## src/rtl/mesm6_intctl.sv

```systemverilog
// mesm6_intctl: priority interrupt controller for the MESM-6 core.
// Rising edges on irq_in become pending bits. Pending bits are masked by
// IEN and GIE, and the lowest-index request goes to the core. The ISR
// register tracks nested service levels: an ack sets ISR and an EOI write
// clears it. Register-mapped on the 48-bit peripheral bus.
module mesm6_intctl #(
  parameter int NIRQ = 8
) (
  input  logic            clk,
  input  logic            reset,
  input  logic [NIRQ-1:0] irq_in,
  output logic            cpu_irq,
  output logic [3:0]      cpu_vec,
  input  logic            cpu_ack,
  input  logic [14:0]     ic_addr,
  input  logic            ic_read,
  input  logic            ic_write,
  output logic [47:0]     ic_rdata,
  input  logic [47:0]     ic_wdata,
  output logic            ic_done
);

  typedef enum logic [2:0] {
    A_PEND = 3'd0,
    A_IEN  = 3'd1,
    A_ISR  = 3'd2,
    A_EOI  = 3'd3,
    A_GIE  = 3'd4,
    A_VEC  = 3'd5
  } reg_addr_e;

  logic [NIRQ-1:0] irq_q, irq_d;
  logic [NIRQ-1:0] pend_q, pend_d;
  logic [NIRQ-1:0] ien_q, ien_d;
  logic [NIRQ-1:0] isr_q, isr_d;
  logic            gie_q, gie_d;
  logic            done_q, done_d;

  logic [NIRQ-1:0] req;
  logic [NIRQ-1:0] rise;
  logic [3:0]      w;      // winning request index
  logic [4:0]      s;      // lowest in-service index, NIRQ when idle
  logic            take;

  // Address bits above [2:0] and the unused write-data bits are ignored.
  logic unused_bits;
  assign unused_bits = ^{ic_addr[14:3], ic_wdata[47:NIRQ]};

  // Priority resolution: pick the winning request and the current service level.
  always_comb begin
    // NOTE: every signal gets a default before any conditional update, so no latches are inferred.
    req  = pend_q & ien_q;
    rise = irq_in & ~irq_q;
    w    = '0;
    s    = 5'(NIRQ);
    for (int i = NIRQ - 1; i >= 0; i--) begin
      if (req[i])   w = 4'(i);
      if (isr_q[i]) s = 5'(i);
    end
    cpu_irq = gie_q & (|req) & ({1'b0, w} < s);
    cpu_vec = cpu_irq ? w : 4'd0;
    take    = cpu_ack & cpu_irq;
  end

  // Next-state logic: bus writes, then ack, then edge capture (the rise wins).
  always_comb begin
    irq_d  = irq_in;
    pend_d = pend_q;
    ien_d  = ien_q;
    isr_d  = isr_q;
    gie_d  = gie_q;
    done_d = ic_read | ic_write;
    if (ic_write) begin
      case (ic_addr[2:0])
        A_PEND: pend_d = pend_q & ~ic_wdata[NIRQ-1:0];
        A_IEN:  ien_d  = ic_wdata[NIRQ-1:0];
        A_EOI: begin
          // The EOI target comes from the ISR value before the edge.
          for (int i = 0; i < NIRQ; i++)
            if (i == int'(s)) isr_d[i] = 1'b0;
        end
        A_GIE:  gie_d  = ic_wdata[0];
        default: ;
      endcase
    end
    // The ack set comes after the EOI clear, so both take effect.
    for (int i = 0; i < NIRQ; i++) begin
      if (take && i == int'(w)) begin
        pend_d[i] = 1'b0;
        isr_d[i]  = 1'b1;
      end
    end
    pend_d = pend_d | rise;
  end

  // Combinational read mux; unmapped bits and addresses read as zero.
  always_comb begin
    ic_rdata = '0;
    case (ic_addr[2:0])
      A_PEND: ic_rdata[NIRQ-1:0] = pend_q;
      A_IEN:  ic_rdata[NIRQ-1:0] = ien_q;
      A_ISR:  ic_rdata[NIRQ-1:0] = isr_q;
      A_GIE:  ic_rdata[0]        = gie_q;
      A_VEC:  ic_rdata           = {cpu_irq, 43'b0, cpu_vec};
      default: ;
    endcase
  end

  // State registers with synchronous active-high reset.
  always_ff @(posedge clk) begin
    // NOTE: non-blocking assignments, so every flop samples the values from before the edge.
    if (reset) begin
      irq_q  <= '0;
      pend_q <= '0;
      ien_q  <= '0;
      isr_q  <= '0;
      gie_q  <= 1'b0;
      done_q <= 1'b0;
    end else begin
      irq_q  <= irq_d;
      pend_q <= pend_d;
      ien_q  <= ien_d;
      isr_q  <= isr_d;
      gie_q  <= gie_d;
      done_q <= done_d;
    end
  end

  assign ic_done = done_q;

endmodule

```

## config.mk

```make
export PLATFORM = sky130hd
export DESIGN_NAME = mesm6_intctl
export DESIGN_NICKNAME = d
export VERILOG_FILES = /design/src/rtl/mesm6_intctl.sv
export SDC_FILE = /design/constraint.sdc
export NUM_CORES = 1
export LEC_CHECK = 0
export BUFFER_PORTS_ARGS = -buffer_cell sky130_fd_sc_hd__buf_2
export CAP_MARGIN = 15
export CORE_ASPECT_RATIO = 0.9
export CORE_MARGIN = 2
export CORE_UTILIZATION = 35
export CTS_CLUSTER_DIAMETER = 200
export DETAILED_ROUTE_END_ITERATION = 10
export HOLD_SLACK_MARGIN = 0.06
export MAX_ROUTING_LAYER = met4
export PLACE_DENSITY = 0.66
export SETUP_SLACK_MARGIN = 0.3
export SLEW_MARGIN = 20
export SYNTH_ARGS = -nofsm -noshare
export SYNTH_HDL_FRONTEND = slang
export SYNTH_SLANG_ARGS = --single-unit
```

## constraint.sdc

```tcl
create_clock -name clk -period 3.7 [get_ports clk]
set_input_delay 0.185 -clock clk [delete_from_list [all_inputs] [get_ports clk]]
set_output_delay 0.185 -clock clk [all_outputs]
set_load 0.05 [all_outputs]
```

* Yosys cells after proc, flatten, opt, wreduce, memory -nomap -nowiden *
Cells that the tools add are included.

operators by class
  magnitude comparators = 1
  equality and inequality tests = 19
  mux-type cells = 48
  bitwise gates (word level) = 10
  reductions and logical operators = 46

operator list
  kind                                                                    count
  2-bit nonzero test                                                      24
  40-bit two-way mux                                                      1
  4-bit two-way mux                                                       9
  5-bit two-way mux                                                       7
  8-bit two-way mux                                                       4
  7-bit one-hot mux with 4 select lines                                   1
  8-bit bitwise AND                                                       3
  1-bit two-way mux                                                       24
  3-bit AND reduction                                                     8
  4-bit by 5-bit equality test with 1-bit output (first input constant)   4
  4-bit equality test (first input constant)                              4
  8-bit inverter                                                          2
  3-bit by 5-bit equality test with 1-bit output (first input constant)   2
  3-bit by 4-bit equality test with 1-bit output (first input constant)   2
  1-bit logical AND                                                       8
  8-bit bitwise OR                                                        1
  8-bit OR reduction                                                      1
  3-bit by 2-bit equality test with 1-bit output (second input constant)  2
  3-bit equality test (second input constant)                             2
  2-bit by 5-bit equality test with 1-bit output (first input constant)   1
  5-bit logical NOT                                                       1
  4-bit by 5-bit less-than comparator with 1-bit output                   1
  1-bit one-hot mux with 5 select lines                                   1
  2-bit by 4-bit equality test with 1-bit output (first input constant)   1
  7 further kinds                                                         10

word-level totals
  register bits = 34
  bits of input ports = 76

* Logic depth before layout (Yosys ltp) *
  depth in word-level cells = 15
  gate-level depth with buffers = 11
  gate-level depth less buffers = 10

* Least setup slack after synthesis *
Ideal clock, no wire load.

  path type = flip-flop to output port
  start = reg pend_q[2]
  end = out ic_rdata[0]
  arrival = 3,422 ps
  setup slack = 93 ps
  stages on the path, launching flop included = 12
  path buffers = 1
  path through = dfxtp_1 > a222oi_1 > nand2_1 > or2_1 > buf_6 > clkinv_1 > ha_1 > a21oi_1 > a31o_2 > nand3_2 > or3_1 > o21ai_0

between the ends
  word-level cells in the longest chain between the ends = 8
  elaborated cells between the ends (all ways) = 10
  classes of those cells = order compare: 1; mux: 5; bitwise: 3; reduce/logical: 1

ends and longest elaborated chain
  item                                                   RTL line  text
  start, declared                                        33        logic [NIRQ-1:0] pend_q, pend_d;
  start signal, assigned                                 121       pend_q <= pend_d;
  8-bit bitwise AND (*)                                  52        req = pend_q & ien_q;
  4-bit two-way mux (3 in a row)                         57        if (req[i]) w = 4'(i);
  4-bit by 5-bit less-than comparator with 1-bit output  60        cpu_irq = gie_q & (|req) & ({1'b0, w} < s);
  1-bit bitwise AND                                      60
  4-bit two-way mux (*)                                  61        cpu_vec = cpu_irq ? w : 4'd0;
  1-bit one-hot mux with 5 select lines (*)              99        case (ic_addr[2:0])
  end, declared                                          18        output logic [47:0] ic_rdata,

Mark *: on every way between the ends. The rest lies on a longest branch, timed or not.

* Worst setup path after layout *
  start = reg ien_q[2]
  end = out ic_rdata[0]

between the ends
  word-level cells in the longest chain between the ends = 8
  elaborated cells between the ends (all ways) = 10
  classes of those cells = order compare: 1; mux: 5; bitwise: 3; reduce/logical: 1

ends and longest elaborated chain
  item                                                   RTL line  text
  start, declared                                        34        logic [NIRQ-1:0] ien_q, ien_d;
  start signal, assigned                                 122       ien_q <= ien_d;
  8-bit bitwise AND (*)                                  52
  4-bit two-way mux (3 in a row)                         57
  4-bit by 5-bit less-than comparator with 1-bit output  60
  1-bit bitwise AND                                      60
  4-bit two-way mux (*)                                  61
  1-bit one-hot mux with 5 select lines (*)              99

Marks and branches as above.

==> parameters.txt <==
Parameter                              Value

Layout
  Fraction of layout cells with a size suffix above 1    slightly below 20%
  Antenna diode count    0
  Number of nets in the final layout    398
  Area grow syn2layout    9.92%
  Most common cell after layout, fill and taps aside    conb_1
  Final core utilization    approximately 41%
  Top library cells by usage in the layout, fill and taps aside    conb_1, buf_2, nor2_1, dfxtp_1, nand2_1
  Count of placed standard cells in the final layout, fillers left out    408

Critical path
  Setup CP Type    register to output port
  Worst-path fanout max    8
  CP startpoint    ien_q[2]$_SDFFE_PP0P_
  Arrival time at the worst endpoint    ~3.0 ns
  Critical Path RT    approximately 3.5 ns
  Type of origin of the critical path    register
  R2R Path Start    ien_q[2]$_SDFFE_PP0P_
  Setup crit end kind    output port

Placement
  Post-placement cell count    between 300 and 400
  Number of buffers inserted by port buffering    37
  HPWL Detailed    approximately 4300 um
  Weighted congestion at the end of routability-driven global placement    between 0.9 and 1

Routing
  DRT iter0 DRCs    175
  ANT nets after route    0
  Post-detailed-route DRC marker count    0
  First drt pass iteration count    4
  Wire per inst    13.6 um
  DRT Wirelength    ~5500 um
  Routed via count    ~2,100
  Drt via density    about 5

Synthesis
  Cell taking the most area after synthesis    dfxtp_1
  Syn Inst Count    285
  Syn avg cell area    8.06 um^2
  Top-area cell type share of the netlist area    just under 30%
  Total of flip-flops plus latches after synthesis    34
  Yosys warning total    0
  Synth Flop Type    dfxtp_1
  Leading cell types by total area after synthesis    dfxtp_1, buf_4, mux2i_1
  Number of enable-type register cells in the synthesized netlist    0
  Register area share after synthesis    a little under 30%
  Count of unique library cells instantiated by Yosys    54
  Proportion of synthesized flip-flops having asynchronous set or reset    0%
  Cell area after technology mapping    between 2000 and 2500 um^2

Global route
  Overall track demand over capacity in global routing    16.4%
  Number of global-route vias before repair    1,792
  Largest net degree at the start of global routing    31
  Number of antenna violations at the first check in global routing    0
  Wire length of the first global-routing pass    8910 um
  Grt ovf    0

Timing
  Slew of the pin with the lowest slew margin    0.792 ns
  Final period utilization    roughly 87%
  Final hold violation count    0
  Max Freq    between 300 and 400 MHz
  Relative slew slack    between 40 and 50%
  Minimum period implied by the final worst setup slack    between 3 and 4 ns
  Setup-failing EPs final    0
  Hold Worst Slack    between 0.08 and 0.09 ns
  Fin Clk Skew    a little over 0.004 ns
  Setup TNS    0 ns
  Number of max-slew violations in the final report    0
  Setup repair after global routing missed its margin    no

Clock network
  Clk buf depth    2
  Clk Latency, worst-skew pair    0.29 ns
  Number of levels the H-tree was split into    2
  Buffer type at the clock tree root    clkbuf_8
  Clock sink total    34
  CTS buffer count    5
  Clock edge transition at the registers on the reported setup and hold paths    0.07 ns
  Hold buffers post-CTS    0
  TritonCTS clock tree    built

Power
  Static power due to leakage    1.06 nW
  Worst voltage drop across the vdd grid    approximately 0.00020 V
  Power per Cell Area    ~350 nW/um^2

Outcome
  Status    finished clean

Floorplan
  Die Ht    80.8 um
  Core Rows    27
  Die Span X    89.4 um
  Area enclosed by the die boundary    just over 7000 um^2
  Std-Cell Core Area    around 6200 um^2
  Number of I/O pins    130
  Starting density of the core    36.9%

Min path
  Worst min path class    input port to register
  Origin of the worst min-delay path    ic_read

Job
  Number of max-cap violations    0
-- cell type report --
cell class                 instances  area (um^2)
sequential                        34          681
clock buffer                       6         82.6
fill                             638         3690
inverter                           7         26.3
multi-input combinational        230         1390
timing repair buffer              42          225
clock inverter                     2         12.5
tap                               87          109
-- cells by family (layout without fill, tap and decap cells) --
kind of cell | after synthesis | after routing | synth area share [%]
muxes | 17 | 17 | 7.41
buffers and inverters | 60 | 57 | 16.7
DFF | 34 | 34 | 29.6
adders and majority gates | 2 | 2 | 1.09
AOI/OAI and AO/OA | 58 | 58 | 18.4
and+or+nand+nor | 113 | 113 | 26.6
other | 1 | 40 | 0.163
-- worst max-delay path, cell delays in order (launching register included) --
cell and delay, ns:
dfxtp_1 0.36, a222oi_1 0.44, nand2_1 0.14, or2_4 0.30, clkinv_1 0.08, ha_1 0.24
a21oi_1 0.14, a31o_2 0.16, nand3_2 0.08, or3_1 0.40, o21ai_1 0.15, clkbuf_4 0.24
-- per-layer routing --
metal  up-vias  track usage (%)  share of wire [%]
li1       1005                -                  -
met1       951             22.8                 48
met2        94             23.6                 42
met3         5             4.47                9.2
met4         0             3.73               0.96
met5         -                -                  0
-- synth_stat cells, types with 2 or more instances --
cell        n
a21boi_0    2
a21oi_1    13
a22oi_1     2
a2bb2oi_1   2
a31o_2      4
a32o_1      2
and2_1      3
buf_1       2
buf_4      40
clkbuf_1   10
dfxtp_1    34
ha_1        2
inv_1       6
mux2i_1    17
nand2_1    24
nand2b_1    4
nand3_1     8
nand4_1     6
nand4b_1    3
nor2_1     34
nor2b_1    14
nor3_1      4
nor3b_1     2
o211ai_1    5
o21ai_0     5
o21bai_1    2
o22ai_1     2
o31ai_1     3
o32ai_1     2
o41a_1      2
o41ai_1     3
-- what timing repair did --
item                                    in CTS  in global routing
endpoints found under the setup margin       1                  7
buffers inserted                             1                  0
pin swaps                                    1                  0
gates resized for setup                      0                  2
-- power by group --
| part | switching, mW | internal, mW |
|---|---|---|
| clock | 0.139 | 0.149 |
| combinational | 0.153 | 0.0415 |
| sequential | 0.0122 | 0.381 |
-- flip-flops by register name, indices dropped and copies added (netlist names) --
name	count
pend_q	8
ien_q	8
ic_done	1
irq_q	8
gie_q	1
isr_q	8
-- path summary, 6_finish.rpt --
kind / to / cells after the start / slack, ns
hold reg to reg: pend_q[7]$_SDFF_PP0_ / 2 / 0.47
setup / recovery: ic_rdata[0] / 11 / 0.48
setup reg to reg: pend_q[0]$_SDFF_PP0_ / 11 / 0.81
hold / removal: ic_done$_SDFF_PP0_ / 3 / 0.09
-- stage by stage --
stage,worst slack (ns),power (mW),instance area (um^2)
after global placement,0.666,0.592,2420
after CTS,0.377,0.881,2520
after global routing,0.313,0.918,2520
after detailed placement,0.611,0.594,2420
final,0.479,0.876,2520
after floorplan,0.269,0.592,2440
Power figures use the tool's default switching activity.
